`src/rtl/anomaly_event_logger_if.sv`:
```
// anomaly_event_logger_if
//   Bundles the detector-side sample stream and the record readout handshake
//   of the anomaly event logger.
//   Sample side : in_valid, in_word (bit 0 = label, [N-1:1] = prediction),
//                 in_step, flush.
//   Record side : ev_valid / ev_ready handshake with ev_start, ev_len, ev_peak.
//   modport master : the environment (detector + host) driving samples and
//                    consuming records.
//   modport slave  : the logger itself.
//   N and LEN_W must match the parameters of the logger instance.
interface anomaly_event_logger_if #(
   parameter int N     = 32,
   parameter int LEN_W = 16
);
   logic             in_valid;
   logic [N-1:0]     in_word;
   logic [N-1:0]     in_step;
   logic             flush;
   logic             ev_valid;
   logic             ev_ready;
   logic [N-1:0]     ev_start;
   logic [LEN_W-1:0] ev_len;
   logic [N-1:0]     ev_peak;

   modport master (
      output in_valid, in_word, in_step, flush, ev_ready,
      input  ev_valid, ev_start, ev_len, ev_peak
   );

   modport slave (
      input  in_valid, in_word, in_step, flush, ev_ready,
      output ev_valid, ev_start, ev_len, ev_peak
   );
endinterface

```
`src/rtl/anomaly_event_logger.sv`:
```
// anomaly_event_logger
//   Merges runs of anomalous detector samples (tolerating up to MAX_GAP normal
//   samples inside a run) into event records {start, len, peak}, queues them in
//   a show-ahead FIFO of DEPTH records and hands them out over valid/ready.
//   Ports:
//     clk, reset  : clock, synchronous active-high reset
//     bus         : anomaly_event_logger_if.slave (samples in, records out)
//     fifo_count  : number of records currently held (0..DEPTH)
//     drop_cnt    : records lost because the FIFO was full (saturating)
//     busy        : an event is currently open
module anomaly_event_logger #(
   parameter int N       = 32,
   parameter int DEPTH   = 16,
   parameter int MAX_GAP = 2,
   parameter int LEN_W   = 16
) (
   input  logic                     clk,
   input  logic                     reset,
   anomaly_event_logger_if.slave    bus,
   output logic [$clog2(DEPTH):0]   fifo_count,
   output logic [15:0]              drop_cnt,
   output logic                     busy
);

   localparam int AW    = $clog2(DEPTH);
   localparam int CW    = AW + 1;
   localparam int GAP_W = (MAX_GAP < 1) ? 1 : $clog2(MAX_GAP + 1);

   localparam logic [LEN_W-1:0] LEN_MAX   = {LEN_W{1'b1}};
   localparam logic [LEN_W-1:0] LEN_ONE   = LEN_W'(1);
   localparam logic [GAP_W-1:0] GAP_ZERO  = {GAP_W{1'b0}};
   localparam logic [GAP_W-1:0] GAP_ONE   = GAP_W'(1);
   localparam logic [GAP_W-1:0] GAP_LIMIT = GAP_W'(MAX_GAP);
   localparam logic [CW-1:0]    CNT_FULL  = CW'(DEPTH);
   localparam logic [CW-1:0]    CNT_ONE   = CW'(1);
   localparam logic [CW-1:0]    CNT_ZERO  = {CW{1'b0}};

   typedef enum logic [1:0] {
      IDLE = 2'd0,
      RUN  = 2'd1,
      GAP  = 2'd2
   } state_t;

   typedef struct packed {
      logic [N-1:0]     start;
      logic [LEN_W-1:0] len;
      logic [N-1:0]     peak;
   } rec_t;

   // Saturating length extension: a pending gap plus the new anomalous sample.
   function automatic logic [LEN_W-1:0] len_add(input logic [LEN_W-1:0] len,
                                                input logic [GAP_W-1:0] gap);
      logic [LEN_W+GAP_W:0] sum;
      sum = {{(GAP_W+1){1'b0}}, len} + {{(LEN_W+1){1'b0}}, gap}
          + {{(LEN_W+GAP_W){1'b0}}, 1'b1};
      if (sum > {{(GAP_W+1){1'b0}}, LEN_MAX}) begin
         return LEN_MAX;
      end else begin
         return sum[LEN_W-1:0];
      end
   endfunction

   // Signed maximum of two peak candidates.
   function automatic logic [N-1:0] peak_max(input logic [N-1:0] a,
                                             input logic [N-1:0] b);
      return ($signed(a) > $signed(b)) ? a : b;
   endfunction

   // Event accumulator and FSM state
   state_t           state_r;
   logic [N-1:0]     start_r;
   logic [LEN_W-1:0] len_r;
   logic [GAP_W-1:0] gap_r;
   logic [N-1:0]     peak_r;
   logic             busy_r;

   // FIFO state and registered head
   rec_t             mem_r [DEPTH];
   logic [AW-1:0]    rd_r;
   logic [AW-1:0]    wr_r;
   logic [CW-1:0]    count_r;
   logic [15:0]      drop_r;
   logic             ev_valid_r;
   rec_t             head_r;

   // Next-state values
   state_t           state_s;
   logic [N-1:0]     start_s;
   logic [LEN_W-1:0] len_s;
   logic [GAP_W-1:0] gap_s;
   logic [N-1:0]     peak_s;
   logic             push_s;
   rec_t             rec_s;

   logic             label_s;
   logic [N-1:0]     sample_s;
   logic             pop_s;
   logic             full_s;
   logic             wr_s;
   logic             drop_s;
   logic             head_from_push_s;
   logic [AW-1:0]    rd_next_s;
   logic [CW-1:0]    count_next_s;

   assign label_s  = bus.in_word[0];
   assign sample_s = {bus.in_word[N-1:1], 1'b0};

   // Folds the current sample into the open event, then applies flush.
   always_comb begin
      state_s = state_r;
      start_s = start_r;
      len_s   = len_r;
      gap_s   = gap_r;
      peak_s  = peak_r;
      push_s  = 1'b0;
      if (bus.in_valid) begin
         case (state_r)
            IDLE: begin
               if (label_s) begin
                  start_s = bus.in_step;
                  len_s   = LEN_ONE;
                  peak_s  = sample_s;
                  gap_s   = GAP_ZERO;
                  state_s = RUN;
               end else begin
                  state_s = IDLE;
               end
            end
            RUN: begin
               if (label_s) begin
                  len_s  = len_add(len_r, GAP_ZERO);
                  peak_s = peak_max(peak_r, sample_s);
               end else if (MAX_GAP == 0) begin
                  push_s  = 1'b1;
                  state_s = IDLE;
               end else begin
                  gap_s   = GAP_ONE;
                  state_s = GAP;
               end
            end
            GAP: begin
               if (label_s) begin
                  // Bridged gap steps become part of the span.
                  len_s   = len_add(len_r, gap_r);
                  peak_s  = peak_max(peak_r, sample_s);
                  gap_s   = GAP_ZERO;
                  state_s = RUN;
               end else if (gap_r == GAP_LIMIT) begin
                  // Trailing normal steps are not part of len.
                  push_s  = 1'b1;
                  state_s = IDLE;
               end else begin
                  gap_s = gap_r + GAP_ONE;
               end
            end
            default: begin
               state_s = IDLE;
            end
         endcase
      end else begin
         state_s = state_r;
      end
      // Flush closes whatever is still open after the sample was folded in.
      if (bus.flush && (state_s != IDLE)) begin
         push_s  = 1'b1;
         state_s = IDLE;
      end else begin
         push_s = push_s;
      end
      rec_s = '{start: start_s, len: len_s, peak: peak_s};
   end

   // FIFO bookkeeping: pop/push/drop decisions and next head selection.
   always_comb begin
      pop_s        = ev_valid_r & bus.ev_ready;
      full_s       = (count_r == CNT_FULL);
      wr_s         = push_s & (~full_s | pop_s);
      drop_s       = push_s & full_s & ~pop_s;
      rd_next_s    = rd_r + AW'(pop_s);
      count_next_s = count_r + CW'(wr_s) - CW'(pop_s);
      // The pushed record is the new head when nothing else remains queued.
      head_from_push_s = wr_s & ((count_r == CNT_ZERO) |
                                 ((count_r == CNT_ONE) & pop_s));
   end

   // Record storage; contents only matter while counted as valid.
   always_ff @(posedge clk) begin
      if (wr_s) begin
         mem_r[wr_r] <= rec_s;
      end else begin
         mem_r[wr_r] <= mem_r[wr_r];
      end
   end

   // Event FSM, FIFO pointers, counters and registered outputs.
   always_ff @(posedge clk) begin
      if (reset) begin
         state_r    <= IDLE;
         start_r    <= {N{1'b0}};
         len_r      <= {LEN_W{1'b0}};
         gap_r      <= GAP_ZERO;
         peak_r     <= {N{1'b0}};
         busy_r     <= 1'b0;
         rd_r       <= {AW{1'b0}};
         wr_r       <= {AW{1'b0}};
         count_r    <= CNT_ZERO;
         drop_r     <= 16'h0000;
         ev_valid_r <= 1'b0;
         head_r     <= '{start: {N{1'b0}}, len: {LEN_W{1'b0}}, peak: {N{1'b0}}};
      end else begin
         state_r    <= state_s;
         start_r    <= start_s;
         len_r      <= len_s;
         gap_r      <= gap_s;
         peak_r     <= peak_s;
         busy_r     <= (state_s != IDLE);
         rd_r       <= rd_next_s;
         wr_r       <= wr_r + AW'(wr_s);
         count_r    <= count_next_s;
         ev_valid_r <= (count_next_s != CNT_ZERO);
         if (drop_s && (drop_r != 16'hFFFF)) begin
            drop_r <= drop_r + 16'h0001;
         end else begin
            drop_r <= drop_r;
         end
         // Head holds its last value once the FIFO runs empty.
         if (head_from_push_s) begin
            head_r <= rec_s;
         end else if (count_next_s != CNT_ZERO) begin
            head_r <= mem_r[rd_next_s];
         end else begin
            head_r <= head_r;
         end
      end
   end

   assign bus.ev_valid = ev_valid_r;
   assign bus.ev_start = head_r.start;
   assign bus.ev_len   = head_r.len;
   assign bus.ev_peak  = head_r.peak;
   assign fifo_count   = count_r;
   assign drop_cnt     = drop_r;
   assign busy         = busy_r;

endmodule

```
`src/flat_wrapper.sv`:
```
// flat-port wrapper written by rule: the top's interface ports become plain ports
module anomaly_event_logger_flat 
#(
   parameter int N       = 32,
   parameter int DEPTH   = 16,
   parameter int MAX_GAP = 2,
   parameter int LEN_W   = 16
)
  (clk, reset, fifo_count, drop_cnt, busy, bus_in_valid, bus_in_word, bus_in_step, bus_flush, bus_ev_ready, bus_ev_valid, bus_ev_start, bus_ev_len, bus_ev_peak);
  anomaly_event_logger_if #(.N(N), .LEN_W(LEN_W)) bus_i ();
  input  logic clk;
  input  logic reset;
  output logic [$clog2(DEPTH):0] fifo_count;
  output logic [15:0] drop_cnt;
  output logic busy;
  input wire logic [$bits(bus_i.in_valid)-1:0] bus_in_valid;
  input wire logic [$bits(bus_i.in_word)-1:0] bus_in_word;
  input wire logic [$bits(bus_i.in_step)-1:0] bus_in_step;
  input wire logic [$bits(bus_i.flush)-1:0] bus_flush;
  input wire logic [$bits(bus_i.ev_ready)-1:0] bus_ev_ready;
  output wire logic [$bits(bus_i.ev_valid)-1:0] bus_ev_valid;
  output wire logic [$bits(bus_i.ev_start)-1:0] bus_ev_start;
  output wire logic [$bits(bus_i.ev_len)-1:0] bus_ev_len;
  output wire logic [$bits(bus_i.ev_peak)-1:0] bus_ev_peak;
  assign bus_i.in_valid = bus_in_valid;
  assign bus_i.in_word = bus_in_word;
  assign bus_i.in_step = bus_in_step;
  assign bus_i.flush = bus_flush;
  assign bus_i.ev_ready = bus_ev_ready;
  assign bus_ev_valid = bus_i.ev_valid;
  assign bus_ev_start = bus_i.ev_start;
  assign bus_ev_len = bus_i.ev_len;
  assign bus_ev_peak = bus_i.ev_peak;
  anomaly_event_logger #(.N(N), .DEPTH(DEPTH), .MAX_GAP(MAX_GAP), .LEN_W(LEN_W)) u_core (.clk(clk), .reset(reset), .bus(bus_i), .fifo_count(fifo_count), .drop_cnt(drop_cnt), .busy(busy));
endmodule
```
`config.mk`:
```
export PLATFORM = sky130hd
export DESIGN_NAME = anomaly_event_logger_flat
export DESIGN_NICKNAME = d
export VERILOG_FILES = /design/src/rtl/anomaly_event_logger_if.sv /design/src/rtl/anomaly_event_logger.sv /design/src/flat_wrapper.sv
export SDC_FILE = /design/constraint.sdc
export NUM_CORES = 2
export LEC_CHECK = 0
export CAP_MARGIN = 40
export CORE_ASPECT_RATIO = 0.9
export CORE_MARGIN = 1.5
export CORE_UTILIZATION = 35
export CTS_CLUSTER_DIAMETER = 200
export CTS_CLUSTER_SIZE = 16
export DETAILED_ROUTE_END_ITERATION = 10
export HOLD_SLACK_MARGIN = 0.15
export PLACE_DENSITY = 0.54
export SYNTH_ARGS = -nofsm -noshare
export SYNTH_HDL_FRONTEND = slang
export SYNTH_SLANG_ARGS = --single-unit
```
`constraint.sdc`:
```
create_clock -name clk -period 9.9 [get_ports clk]
set_clock_uncertainty 0.15 [all_clocks]
set_input_delay 1.485 -clock clk [delete_from_list [all_inputs] [get_ports clk]]
set_output_delay 1.485 -clock clk [all_outputs]
set_load 0.05 [all_outputs]
```
==> metrics.yaml <==
status:
  status: "finished clean"
sta:
  final.min_clock_period_ns: 6.22
  slew-limit-headroom_pct: 33.3
  timing.final.crit_share_pct: 62.9
  finalHoldViolations: 0
  finalSetupViolCount: 0
  worst_pin_slew_ns: 1.00
  drv_slew: 0
  timing.fmax_mhz: 161
  rsz0062_at_grt: "no"
  setup_tns_ns: 0
clock_network:
  cts.path.max_buffers: 3
  cts_tree: "done"
  cts_buffers: 102
  clock_sinks: 1475
  cts-resized-gates: 0
  holdBufCountCts: 0
  clkLatencyLatePin_ns: 0.72
  cts.clk_slew.worst_paths_ns: 0.08
  h-tree-depth: 3
  post_cts_buffers: 0
  cts_root_buf: "clkbuf_16"
synth:
  synth_top_area_share_pct: 65.6
  async_reset_ff_share_pct: 0
  postSynthAreaPerCell_um2: 18.6
  syn_nets: 3279
  ys_types: 73
  synth_seq_cells: 1475
  yosysWarnings: 0
  synth_area_um2: 58600
  synthCells: 3155
  synth-edff-count: 1280
  synthTopCellsByArea: "edfxtp_1, mux4_2, dfxtp_1, nand2_1, nor2_1"
  ys_seq_area_share_pct: 72.3
  synth.largest_area_cell: "edfxtp_1"
  synthFlopType: "edfxtp_1"
die:
  core_region_area_um2: 166000
  die_area_um2: 170000
  die_w_um: 434
  fp-row-count: 142
  die_h_um: 391
  ioPinCount: 172
  start_util_pct: 35.2
grt:
  met2_usage_pct: 29.5
  grt_util_met3_pct: 1.82
  grt.total_usage_pct: 17.6
  grt_antenna_before_repair: 1
  grt_pass1_vias: 30500
  grt_overflow: 0
  grt_max_degree: 137
  use_met1_pct: 24.7
  grt_pass1_wl_mm: 219
  grt.busiest_layer: "met2"
worst_hold_path:
  min_path_cells: 2
  hold_class: "reg2reg"
critical_path:
  start_kind: "input port"
  crit_type: "in2reg"
  worst_ep_arrival_time_ns: 6.70
  cp_max_fo: 32
  cp.depth: 22
  r2r_cells: 21
  cp_slowest_cell: "and3_4"
  cp-end-kind: "flop"
  crit_family: "buffers and inverters"
  crit_chain: "clkdlybuf4s50_1 -> buf_4 -> clkinv_1 -> buf_4 -> a21oi_1 -> nor4_1 -> o21a_1 -> nor2_1 -> ha_1 -> inv_1 -> fa_1 -> inv_1 -> a21oi_1 -> nor2_1 -> nor2_1 -> xnor2_1 -> and3_4 -> buf_16 -> buf_4 -> nand2_1 -> a31oi_1 -> a21boi_0"
  max_stage_delay_ns: 0.51
  cp_data_required_time_ns: 10.38
  cp.buffers_inverters: 8
power:
  ir_worst_vdd_mv: 0.194
  leakage_nw: 21.8
  total_power_mw: 15.1
  powerDensity_nw_per_um2: 225
drt:
  ant_nets: 0
  routed_wl_mm: 150
  vias: 29900
  wl_per_cell_um: 26.5
  dr.pass1.iters: 8
  drc: 0
  vias_per_cell: 5.28
  drtIter0Drc: 2852
placement:
  portBuffers: 171
  place_congestion: 0.818
  dp_hpwl_mm: 82.0
flow_run:
  drv_cap: 0
cells_and_area:
  synthToLayoutAreaGrowth_pct: 14.3
  fill_cells: 14900
  final_nets: 3472
  layout_commonest_cell: "edfxtp_1"
  layout-drive-gt1-share_pct: 19.3
  layout_common_cells: "edfxtp_1, mux4_2, nand2_1"
## per-stage QoR
step                      cell area, µm²  hold WS [ns]  worst slack [ns]  util [%]  std cells
after floorplan                    58600         0.290              1.11         -       3155
after global placement             63200         0.325              2.66      38.0       5442
after detailed placement           64000         0.330              3.00      38.5       5475
after CTS                          66900         0.348              3.74      40.3       5666
after global routing               67000         0.370              3.30      40.3       5668
final                              67000         0.337              3.68      40.3       5668
## final timing paths
| path | startpoint | endpoint | slack [ns] |
|---|---|---|---|
| min reg2reg | u_core.bus.ev_start[17]$_SDFFE_PP0P_ | u_core.bus.ev_start[17]$_SDFFE_PP0P_ | 0.34 |
| min | u_core.bus.ev_start[17]$_SDFFE_PP0P_ | u_core.bus.ev_start[17]$_SDFFE_PP0P_ | 0.34 |
| max reg2reg | u_core.state_r[0]$_SDFF_PP0_ | u_core.bus.ev_peak[4]$_SDFFE_PP0P_ | 3.83 |
| max | bus_in_word[0] | u_core.bus.ev_peak[4]$_SDFFE_PP0P_ | 3.68 |
## per-layer routing
layer	share of wire, %	up-vias	routed length [µm]
met3	4.3	156	6400
met4	1.8	0	2720
met2	50	766	75100
met1	44	16000	65800
met5	0	-	0
li1	-	13000	-
## layout make-up
type | count | area [µm²] | area share, %
flip-flops and latches | 1475 | 42300 | 63.2
multi-input cells | 1371 | 15300 | 22.9
repair buffers | 269 | 3030 | 4.53
clock buffers | 187 | 2940 | 4.38
well taps | 2232 | 2790 | 4.17
inverters | 129 | 484 | 0.723
clock inverters | 4 | 53.8 | 0.0804
diodes | 1 | 2.50 | 0.00374
## kinds of logic after synthesis
logic type               Yosys count  synth area share [%]
AO/OA/AOI/OAI                    283                  3.44
XOR/XNOR                          51                 0.762
adder cells (fa/ha/maj)           55                  1.20
buffers and inverters            309                  2.00
flip-flops                      1475                  72.3
multiplexers                     451                  16.3
AND/OR/NAND/NOR                  531                  4.07
## sequential cells by signal, indices dropped and copies added, names as in the netlist, 16 cells and up
signal               count
u_core.mem_r          1280
u_core.bus.ev_peak      32
u_core.bus.ev_start     32
u_core.peak_r           32
u_core.start_r          32
u_core.bus.ev_len       16
u_core.drop_cnt         16
u_core.len_r            16
## power by group
part / switching, mW / total, mW / internal, mW / leakage (nW)
registers: 0.191 / 7.19 / 7.00 / 13.3
clock network: 2.09 / 4.10 / 2.01 / 1.42
logic: 2.14 / 3.77 / 1.64 / 7.02
## worst min-delay path: cells and delay by family, from the launching register on
family,cells,cell delay (ns)
compound gates,1,0.07
simple gates,1,0.05
flops,1,0.32
## cells in the mapped netlist, types with 2 or more instances
| cell | instances |
|---|---|
| a211oi_1 | 7 |
| a21boi_0 | 31 |
| a21o_1 | 9 |
| a21oi_1 | 41 |
| a221o_1 | 3 |
| a222oi_1 | 12 |
| a22oi_1 | 23 |
| a311oi_1 | 34 |
| a31oi_1 | 41 |
| a32oi_1 | 2 |
| and2_1 | 8 |
| and3_1 | 14 |
| buf_1 | 37 |
| buf_2 | 5 |
| clkbuf_1 | 137 |
| dfxtp_1 | 195 |
| edfxtp_1 | 1280 |
| fa_1 | 2 |
| ha_1 | 53 |
| inv_1 | 128 |
| mux2_2 | 16 |
| mux2i_1 | 35 |
| mux4_2 | 400 |
| nand2_1 | 196 |
| nand2b_1 | 4 |
| nand3_1 | 29 |
| nand3b_1 | 6 |
| nand4_1 | 14 |
| nand4b_1 | 2 |
| nor2_1 | 183 |
| nor2b_1 | 10 |
| nor3_1 | 30 |
| nor4_1 | 9 |
| nor4b_1 | 2 |
| o211ai_1 | 2 |
| o21a_1 | 9 |
| o21ai_0 | 29 |
| o21ai_1 | 4 |
| o22ai_1 | 7 |
| o2bb2ai_1 | 11 |
| o31ai_1 | 3 |
| or3_1 | 6 |
| or4_1 | 7 |
| xnor2_1 | 19 |
| xor2_1 | 32 |
No activity file was read; power rests on OpenSTA's default activity.
